--- src/rtl/pio_filter_pkg.sv ---
// Shared types, field positions and size helpers for the PIO filter bridge.
// Used by the bridge top level and its per-channel filter datapath.
package pio_filter_pkg;

   typedef enum logic [1:0] {
      OP_WRITE   = 2'b00,
      OP_READ    = 2'b01,
      OP_CLEAR   = 2'b10,
      OP_SETMODE = 2'b11
   } op_e;

   typedef enum logic [1:0] {
      MODE_AVG    = 2'b00,
      MODE_BYPASS = 2'b01,
      MODE_PEAK   = 2'b10,
      MODE_RSVD   = 2'b11
   } mode_e;

   typedef enum logic [1:0] {
      ST_IDLE,
      ST_EXEC,
      ST_SCAN,
      ST_RESP
   } state_e;

   localparam int IN_REQ   = 31;
   localparam int IN_OP_HI = 30;
   localparam int IN_OP_LO = 29;
   localparam int IN_CH_HI = 27;
   localparam int IN_CH_LO = 24;

   localparam int OUT_ACK  = 15;
   localparam int OUT_BUSY = 14;
   localparam int OUT_ERR  = 13;

   function automatic int log2_taps(input int taps);
      return $clog2(taps);
   endfunction

endpackage

--- src/rtl/filter_channel.sv ---
// One sliding-window channel: circular sample buffer, running sum, last sample, mode.
// Updates land one cycle after the enable; the indexed read port is combinational.
module filter_channel
   import pio_filter_pkg::*;
#(
   parameter  int DATA_W    = 12,
   parameter  int TAPS      = 8,
   localparam int LOG2_TAPS = log2_taps(TAPS),
   localparam int SUM_W     = DATA_W + LOG2_TAPS
) (
   input  logic                 clk,
   input  logic                 reset,
   input  logic                 wr_en,
   input  logic                 clr_en,
   input  logic                 mode_en,
   input  logic [DATA_W-1:0]    din,
   input  logic [1:0]           mode_in,
   input  logic [LOG2_TAPS-1:0] rd_idx,
   output logic [DATA_W-1:0]    rd_dat,
   output logic [SUM_W-1:0]     sum,
   output logic [DATA_W-1:0]    last,
   output mode_e                mode
);

   logic [DATA_W-1:0]    smp_q [TAPS];
   logic [DATA_W-1:0]    smp_d [TAPS];
   logic [SUM_W-1:0]     sum_q, sum_d;
   logic [LOG2_TAPS-1:0] wptr_q, wptr_d;
   logic [DATA_W-1:0]    last_q, last_d;
   mode_e                mode_q, mode_d;

   always_comb begin
      smp_d  = smp_q;
      sum_d  = sum_q;
      wptr_d = wptr_q;
      last_d = last_q;
      mode_d = mode_q;
      if (clr_en) begin
         for (int i = 0; i < TAPS; i++) smp_d[i] = '0;
         sum_d  = '0;
         wptr_d = '0;
         last_d = '0;
      end else if (wr_en) begin
         // The oldest sample leaves the window as the new one enters, so the sum stays exact.
         smp_d[wptr_q] = din;
         sum_d  = sum_q - SUM_W'(smp_q[wptr_q]) + SUM_W'(din);
         last_d = din;
         wptr_d = wptr_q + LOG2_TAPS'(1);
      end
      if (mode_en) mode_d = mode_e'(mode_in);
   end

   always_ff @(posedge clk) begin
      if (reset) begin
         for (int i = 0; i < TAPS; i++) smp_q[i] <= '0;
         sum_q  <= '0;
         wptr_q <= '0;
         last_q <= '0;
         mode_q <= MODE_AVG;
      end else begin
         smp_q  <= smp_d;
         sum_q  <= sum_d;
         wptr_q <= wptr_d;
         last_q <= last_d;
         mode_q <= mode_d;
      end
   end

   assign rd_dat = smp_q[rd_idx];
   assign sum    = sum_q;
   assign last   = last_q;
   assign mode   = mode_q;

endmodule

--- src/rtl/pio_filter_bridge.sv ---
// HPS PIO bridge to NUM_CH filter channels over a toggle req/ack handshake.
// Ack lands 3 cycles after detect (3+TAPS for peak reads); new toggles wait until IDLE.
module pio_filter_bridge
   import pio_filter_pkg::*;
#(
   parameter int DATA_W = 12,
   parameter int NUM_CH = 4,
   parameter int TAPS   = 8
) (
   input  logic        clk,
   input  logic        reset,
   input  logic [31:0] inp,
   output logic [15:0] outp
);

   localparam int LOG2_TAPS = log2_taps(TAPS);
   localparam int SUM_W     = DATA_W + LOG2_TAPS;

   logic [31:0]          s1_q, s1_d, s2_q, s2_d;
   state_e               state_q, state_d;
   logic                 req_seen_q, req_seen_d;
   op_e                  op_q, op_d;
   logic [3:0]           ch_q, ch_d;
   logic [DATA_W-1:0]    pay_q, pay_d;
   logic [1:0]           msel_q, msel_d;
   logic [LOG2_TAPS-1:0] idx_q, idx_d;
   logic [DATA_W-1:0]    max_q, max_d;
   logic                 ack_q, ack_d, busy_q, busy_d, err_q, err_d;
   logic [DATA_W-1:0]    res_q, res_d;

   logic [NUM_CH-1:0]    wr_vec, clr_vec, mode_vec;
   logic [DATA_W-1:0]    rd_a [NUM_CH];
   logic [SUM_W-1:0]     sum_a [NUM_CH];
   logic [DATA_W-1:0]    last_a [NUM_CH];
   mode_e                mode_a [NUM_CH];

   logic [DATA_W-1:0]    sel_rd, sel_last;
   logic [SUM_W-1:0]     sel_sum;
   mode_e                sel_mode;
   logic                 bad;
   logic                 unused_bits;

   for (genvar g = 0; g < NUM_CH; g++) begin : g_ch
      filter_channel #(.DATA_W(DATA_W), .TAPS(TAPS)) u_ch (
         .clk     (clk),
         .reset   (reset),
         .wr_en   (wr_vec[g]),
         .clr_en  (clr_vec[g]),
         .mode_en (mode_vec[g]),
         .din     (pay_q),
         .mode_in (msel_q),
         .rd_idx  (idx_q),
         .rd_dat  (rd_a[g]),
         .sum     (sum_a[g]),
         .last    (last_a[g]),
         .mode    (mode_a[g])
      );
   end

   assign bad = (int'(ch_q) >= NUM_CH) || (op_q == OP_SETMODE && msel_q == 2'b11);

   always_comb begin
      sel_rd   = '0;
      sel_sum  = '0;
      sel_last = '0;
      sel_mode = MODE_AVG;
      wr_vec   = '0;
      clr_vec  = '0;
      mode_vec = '0;
      for (int i = 0; i < NUM_CH; i++) begin
         if (int'(ch_q) == i) begin
            sel_rd   = rd_a[i];
            sel_sum  = sum_a[i];
            sel_last = last_a[i];
            sel_mode = mode_a[i];
            if (state_q == ST_EXEC && !bad) begin
               wr_vec[i]   = (op_q == OP_WRITE);
               clr_vec[i]  = (op_q == OP_CLEAR);
               mode_vec[i] = (op_q == OP_SETMODE);
            end
         end
      end
   end

   always_comb begin
      s1_d       = inp;
      s2_d       = s1_q;
      state_d    = state_q;
      req_seen_d = req_seen_q;
      op_d       = op_q;
      ch_d       = ch_q;
      pay_d      = pay_q;
      msel_d     = msel_q;
      idx_d      = idx_q;
      max_d      = max_q;
      ack_d      = ack_q;
      busy_d     = busy_q;
      err_d      = err_q;
      res_d      = res_q;
      case (state_q)
         ST_IDLE: begin
            // HPS holds the command fields stable until ack, so s2 is safe to latch here.
            if (s2_q[IN_REQ] != req_seen_q) begin
               req_seen_d = s2_q[IN_REQ];
               op_d       = op_e'(s2_q[IN_OP_HI:IN_OP_LO]);
               ch_d       = s2_q[IN_CH_HI:IN_CH_LO];
               pay_d      = s2_q[DATA_W-1:0];
               msel_d     = s2_q[1:0];
               busy_d     = 1'b1;
               state_d    = ST_EXEC;
            end
         end
         ST_EXEC: begin
            if (!bad && op_q == OP_READ && sel_mode == MODE_PEAK) begin
               idx_d   = '0;
               max_d   = '0;
               state_d = ST_SCAN;
            end else begin
               state_d = ST_RESP;
            end
         end
         ST_SCAN: begin
            if (sel_rd > max_q) max_d = sel_rd;
            idx_d = idx_q + LOG2_TAPS'(1);
            if (idx_q == LOG2_TAPS'(TAPS - 1)) state_d = ST_RESP;
         end
         ST_RESP: begin
            ack_d  = ~ack_q;
            busy_d = 1'b0;
            err_d  = bad;
            res_d  = '0;
            if (!bad) begin
               case (op_q)
                  OP_WRITE: res_d = pay_q;
                  OP_READ: begin
                     case (sel_mode)
                        MODE_AVG:    res_d = sel_sum[SUM_W-1:LOG2_TAPS];
                        MODE_BYPASS: res_d = sel_last;
                        MODE_PEAK:   res_d = max_q;
                        default:     res_d = '0;
                     endcase
                  end
                  default: res_d = '0;
               endcase
            end
            state_d = ST_IDLE;
         end
         default: state_d = ST_IDLE;
      endcase
   end

   always_ff @(posedge clk) begin
      if (reset) begin
         s1_q       <= '0;
         s2_q       <= '0;
         state_q    <= ST_IDLE;
         req_seen_q <= 1'b0;
         op_q       <= OP_WRITE;
         ch_q       <= '0;
         pay_q      <= '0;
         msel_q     <= '0;
         idx_q      <= '0;
         max_q      <= '0;
         ack_q      <= 1'b0;
         busy_q     <= 1'b0;
         err_q      <= 1'b0;
         res_q      <= '0;
      end else begin
         s1_q       <= s1_d;
         s2_q       <= s2_d;
         state_q    <= state_d;
         req_seen_q <= req_seen_d;
         op_q       <= op_d;
         ch_q       <= ch_d;
         pay_q      <= pay_d;
         msel_q     <= msel_d;
         idx_q      <= idx_d;
         max_q      <= max_d;
         ack_q      <= ack_d;
         busy_q     <= busy_d;
         err_q      <= err_d;
         res_q      <= res_d;
      end
   end

   always_comb begin
      outp               = '0;
      outp[OUT_ACK]      = ack_q;
      outp[OUT_BUSY]     = busy_q;
      outp[OUT_ERR]      = err_q;
      outp[DATA_W-1:0]   = res_q;
   end

   assign unused_bits = ^{s2_q[28], s2_q[23:DATA_W], sel_sum[LOG2_TAPS-1:0]};

endmodule
--- config.mk ---
export PLATFORM = sky130hd
export DESIGN_NAME = pio_filter_bridge
export DESIGN_NICKNAME = d
export VERILOG_FILES = /design/src/rtl/pio_filter_pkg.sv /design/src/rtl/filter_channel.sv /design/src/rtl/pio_filter_bridge.sv
export SDC_FILE = /design/constraint.sdc
export NUM_CORES = 2
export LEC_CHECK = 0
export CORE_MARGIN = 4
export CORE_UTILIZATION = 55
export CTS_BUF_LIST = sky130_fd_sc_hd__clkbuf_8
export DETAILED_ROUTE_END_ITERATION = 10
export MAX_ROUTING_LAYER = met4
export PLACE_DENSITY = 0.71
export RECOVER_POWER = 25
export SLEW_MARGIN = 15
export SYNTH_ARGS = -nofsm -noshare
export SYNTH_HDL_FRONTEND = slang
export SYNTH_SLANG_ARGS = --single-unit
--- constraint.sdc ---
create_clock -name clk -period 10.55 [get_ports clk]
set_input_delay 1.055 -clock clk [delete_from_list [all_inputs] [get_ports clk]]
set_output_delay 1.055 -clock clk [all_outputs]
set_load 0.01 [all_outputs]
==> results.cfg <==
[run_status]
status = complete, but fails checks
violations = capacitance limit, slew limit

[timing]
setup_ws_ns = 4.714
period_minus_slack_ns = 5.836
setup_viol = 0
max_slew_margin_pct = -143.0
fmax_mhz = 171.3
finalSetupTns_ns = 0
finalClockSkew_ns = 0.03680
worst_slew_pin_slew_ns = 3.646
grt_setup_unrepaired = no
timing.final.crit_share_pct = 55.32
slew_violations = 156
hold_violations = 0

[power_and_ir_drop]
max-vdd-ir-drop_uv = 132.3
p_seq_share_pct = 40.4
internal-power_mw = 4.070
clkPwrFrac_pct = 39.6
powerDensity_nw_per_um2 = 165.9
p_comb_share_pct = 20.0
cellLeakagePower_nw = 12.13
p_sw_share_pct = 30.50
p_switching_mw = 1.787

[detailed_routing]
drcViolationCount = 0
first_pass_iters = 6
drt_iter0_drc = 3184
via_per_inst = 6.127
wl_um = 97230
wire_per_inst_um = 21.67
ant_nets = 0
vias = 27500

[synth]
async_reset_ff_share_pct = 0
synthFlopType = dfxtp_1
seq_area_frac_synth_pct = 37.05
syn_nets = 3923
synth_area_um2 = 32480
syn-instance-count = 3758
synth_edf_count = 0
syn_area_per_cell_um2 = 8.642
synth-seq-cells = 601
ys_warn_count = 0
synth_cell_type_count = 78

[clocking]
clk_latency_ns = 0.73
cts_resized = 0
hold_buffers = 0
postCtsSetupBuffers = 0
cts.sinks = 601
clockRootBuffer = clkbuf_8
clkTransAtPathRegs_ns = 0.06
cts_tree = done
h-tree-depth = 3
cts_buffer_depth = 3
cts_buffers = 102

[critical_path]
reg2reg_slack_ns = 5.09
crit_path_end_kind = register
worstPathRequired_ns = 11.09
crit_top_cell = clkbuf_1
crit_chain = clkbuf_1, clkbuf_1, a31o_1, buf_4, a21oi_1
crit_path_top_delay_cell = clkbuf_1
cp_max_fo = 101
critPathLaunchType = primary input
crit_path_max_incr_delay_ns = 2.60
path_class = in2reg
arrival_ns = 6.37

[floorplanning]
start_util_pct = 55.97
core_area_um2 = 58030
dieWidth_um = 251.0
dieHeight_um = 251.0
rows = 88
dieArea_um2 = 63000
io_pins = 50

[placement]
pre_cts_ws_ns = 5.299
globalplace.congestion = 1.060
place_hpwl_um = 62490
portBuffers = 35

[global_routing]
antenna_found_initial = 2
overflow = 0
grt_pass1_vias = 25361
grt_usage_pct = 31.15
grt_pass1_wl_um = 150100
grt_max_degree = 104

[hold_path]
worstHoldPathType = reg2reg

[finish]
fillers = 4983
drive_above_1_share_pct = 13.97
areaGrowthSynthToFinish_pct = 8.692
nets = 3804
finalCoreUtilization_pct = 60.83

[flow_run]
max-cap-violations = 2
==> cell families after synthesis <==
family                   count (synthesis)  synth area share, %
AO/OA/AOI/OAI                          822                14.82
XOR/XNOR                                38                1.025
adder cells (fa/ha/maj)                131                6.157
buffers and inverters                  500                6.160
flip-flops                             601                37.05
multiplexers                           292                16.76
other                                    1              0.01155
AND/OR/NAND/NOR                       1373                18.02
==> worst paths after layout <==
check / to / cells after the start / startpoint
min reg2reg: pay_q[4] / 2 / s2_q[4]
min: pay_q[4] / 2 / s2_q[4]
max: g_ch[1].u_ch.smp_q[13] / 5 / reset
max reg2reg: max_q[8] / 12 / idx_q[1]
==> cell type report <==
| cell class | count | area, µm² | area share [%] |
|---|---|---|---|
| well taps | 765 | 957.2 | 2.712 |
| repair buffers | 88 | 750.7 | 2.127 |
| diodes | 1 | 2.502 | 0.007089 |
| multi-input cells | 2657 | 18540 | 52.52 |
| clock inverters | 56 | 473.0 | 1.340 |
| inverters | 189 | 709.4 | 2.010 |
| clock buffers | 131 | 1803 | 5.108 |
| flip-flops and latches | 601 | 12060 | 34.17 |
==> critical path: cells and delay by family <==
family	cells	cell delay, ns
buf+inv	3	4.00
compound gates	2	1.20
==> power groups by stage <==
stage / Clock, mW / Sequential (mW) / Combinational [mW]
after floorplan: 0 / 2.38 / 0.915
after global placement: 0 / 2.42 / 1.14
after detailed placement: 0 / 2.42 / 1.14
after CTS: 2.34 / 2.37 / 1.15
after global routing: 2.45 / 2.37 / 1.30
final: 2.32 / 2.37 / 1.17
==> routing by layer <==
| layer | GRT usage, % | up-vias | share of wire (%) |
|---|---|---|---|
| met4 | 11.63 | 0 | 3.8 |
| met5 | - | - | 0 |
| met3 | 6.000 | 206 | 11 |
| met2 | 44.58 | 1340 | 43 |
| li1 | - | 12741 | - |
| met1 | 44.12 | 13213 | 42 |
==> flip-flops by register name, indices dropped and copies added, names as in the netlist, 2 cells and up <==
| register | cells |
|---|---|
| ch_q | 4 |
| g_ch.u_ch.last | 48 |
| g_ch.u_ch.mode | 8 |
| g_ch.u_ch.smp_q | 384 |
| g_ch.u_ch.sum | 60 |
| g_ch.u_ch.wptr_q | 12 |
| idx_q | 3 |
| max_q | 12 |
| op_q | 2 |
| pay_q | 12 |
| res_q | 12 |
| s1_q | 19 |
| s2_q | 19 |
| state_q | 2 |
==> synthesized netlist by cell type (25+ instances only) <==
master	number	area share [%]
nand2_1	1004	12
dfxtp_1	601	37
a21oi_1	554	8.5
clkbuf_1	196	2.3
mux4_2	196	14
inv_1	189	2.2
nor2_1	116	1.3
ha_1	83	3.2
buf_2	66	1.0
nor2b_1	66	1.3
mux2_2	55	1.9
fa_1	48	3.0
nand3_1	47	0.72
mux2i_1	41	1.3
a211oi_1	40	0.92
buf_1	40	0.46
o21ai_0	36	0.55
a22o_1	35	0.94
a221oi_1	32	0.86
o22ai_1	26	0.50
nor3_1	25	0.39
==> placed cells by master (no fill, tap or decap), drive strengths merged, types with 13 or more instances in the layout <==
cell and count:
mux4 196, mux2i 41, dfxtp 601, nand3 48, fa 48, xnor2 21
xor2 17, a22o 35, a221oi 32, and2 14, nor2b 66, clkdlybuf4s50 19
o21ai 38, dlygate4sd3 15, clkbuf 133, nand4 13, mux2 55, buf 52
nand2b 14, o22ai 26, a211oi 40, inv 224, a21oi 554, a21o 18
nor3 29, ha 83, nor2 120, nand2 1007
==> metrics by stage <==
| step | cell area [µm²] | power (mW) | hold slack, ns | cells |
|---|---|---|---|---|
| 2_1_floorplan | 32480 | 3.294 | 0.4138 | 3758 |
| 3_3_place_gp | 33060 | 3.552 | 0.4146 | 4300 |
| 3_5_place_dp | 33060 | 3.560 | 0.4210 | 4300 |
| 4_1_cts | 35340 | 5.863 | 0.4270 | 4487 |
| 5_1_grt | 35300 | 6.119 | 0.4454 | 4488 |
| 6_report | 35300 | 5.857 | 0.4258 | 4488 |
Note: power is estimated with default switching activity, not from simulation.
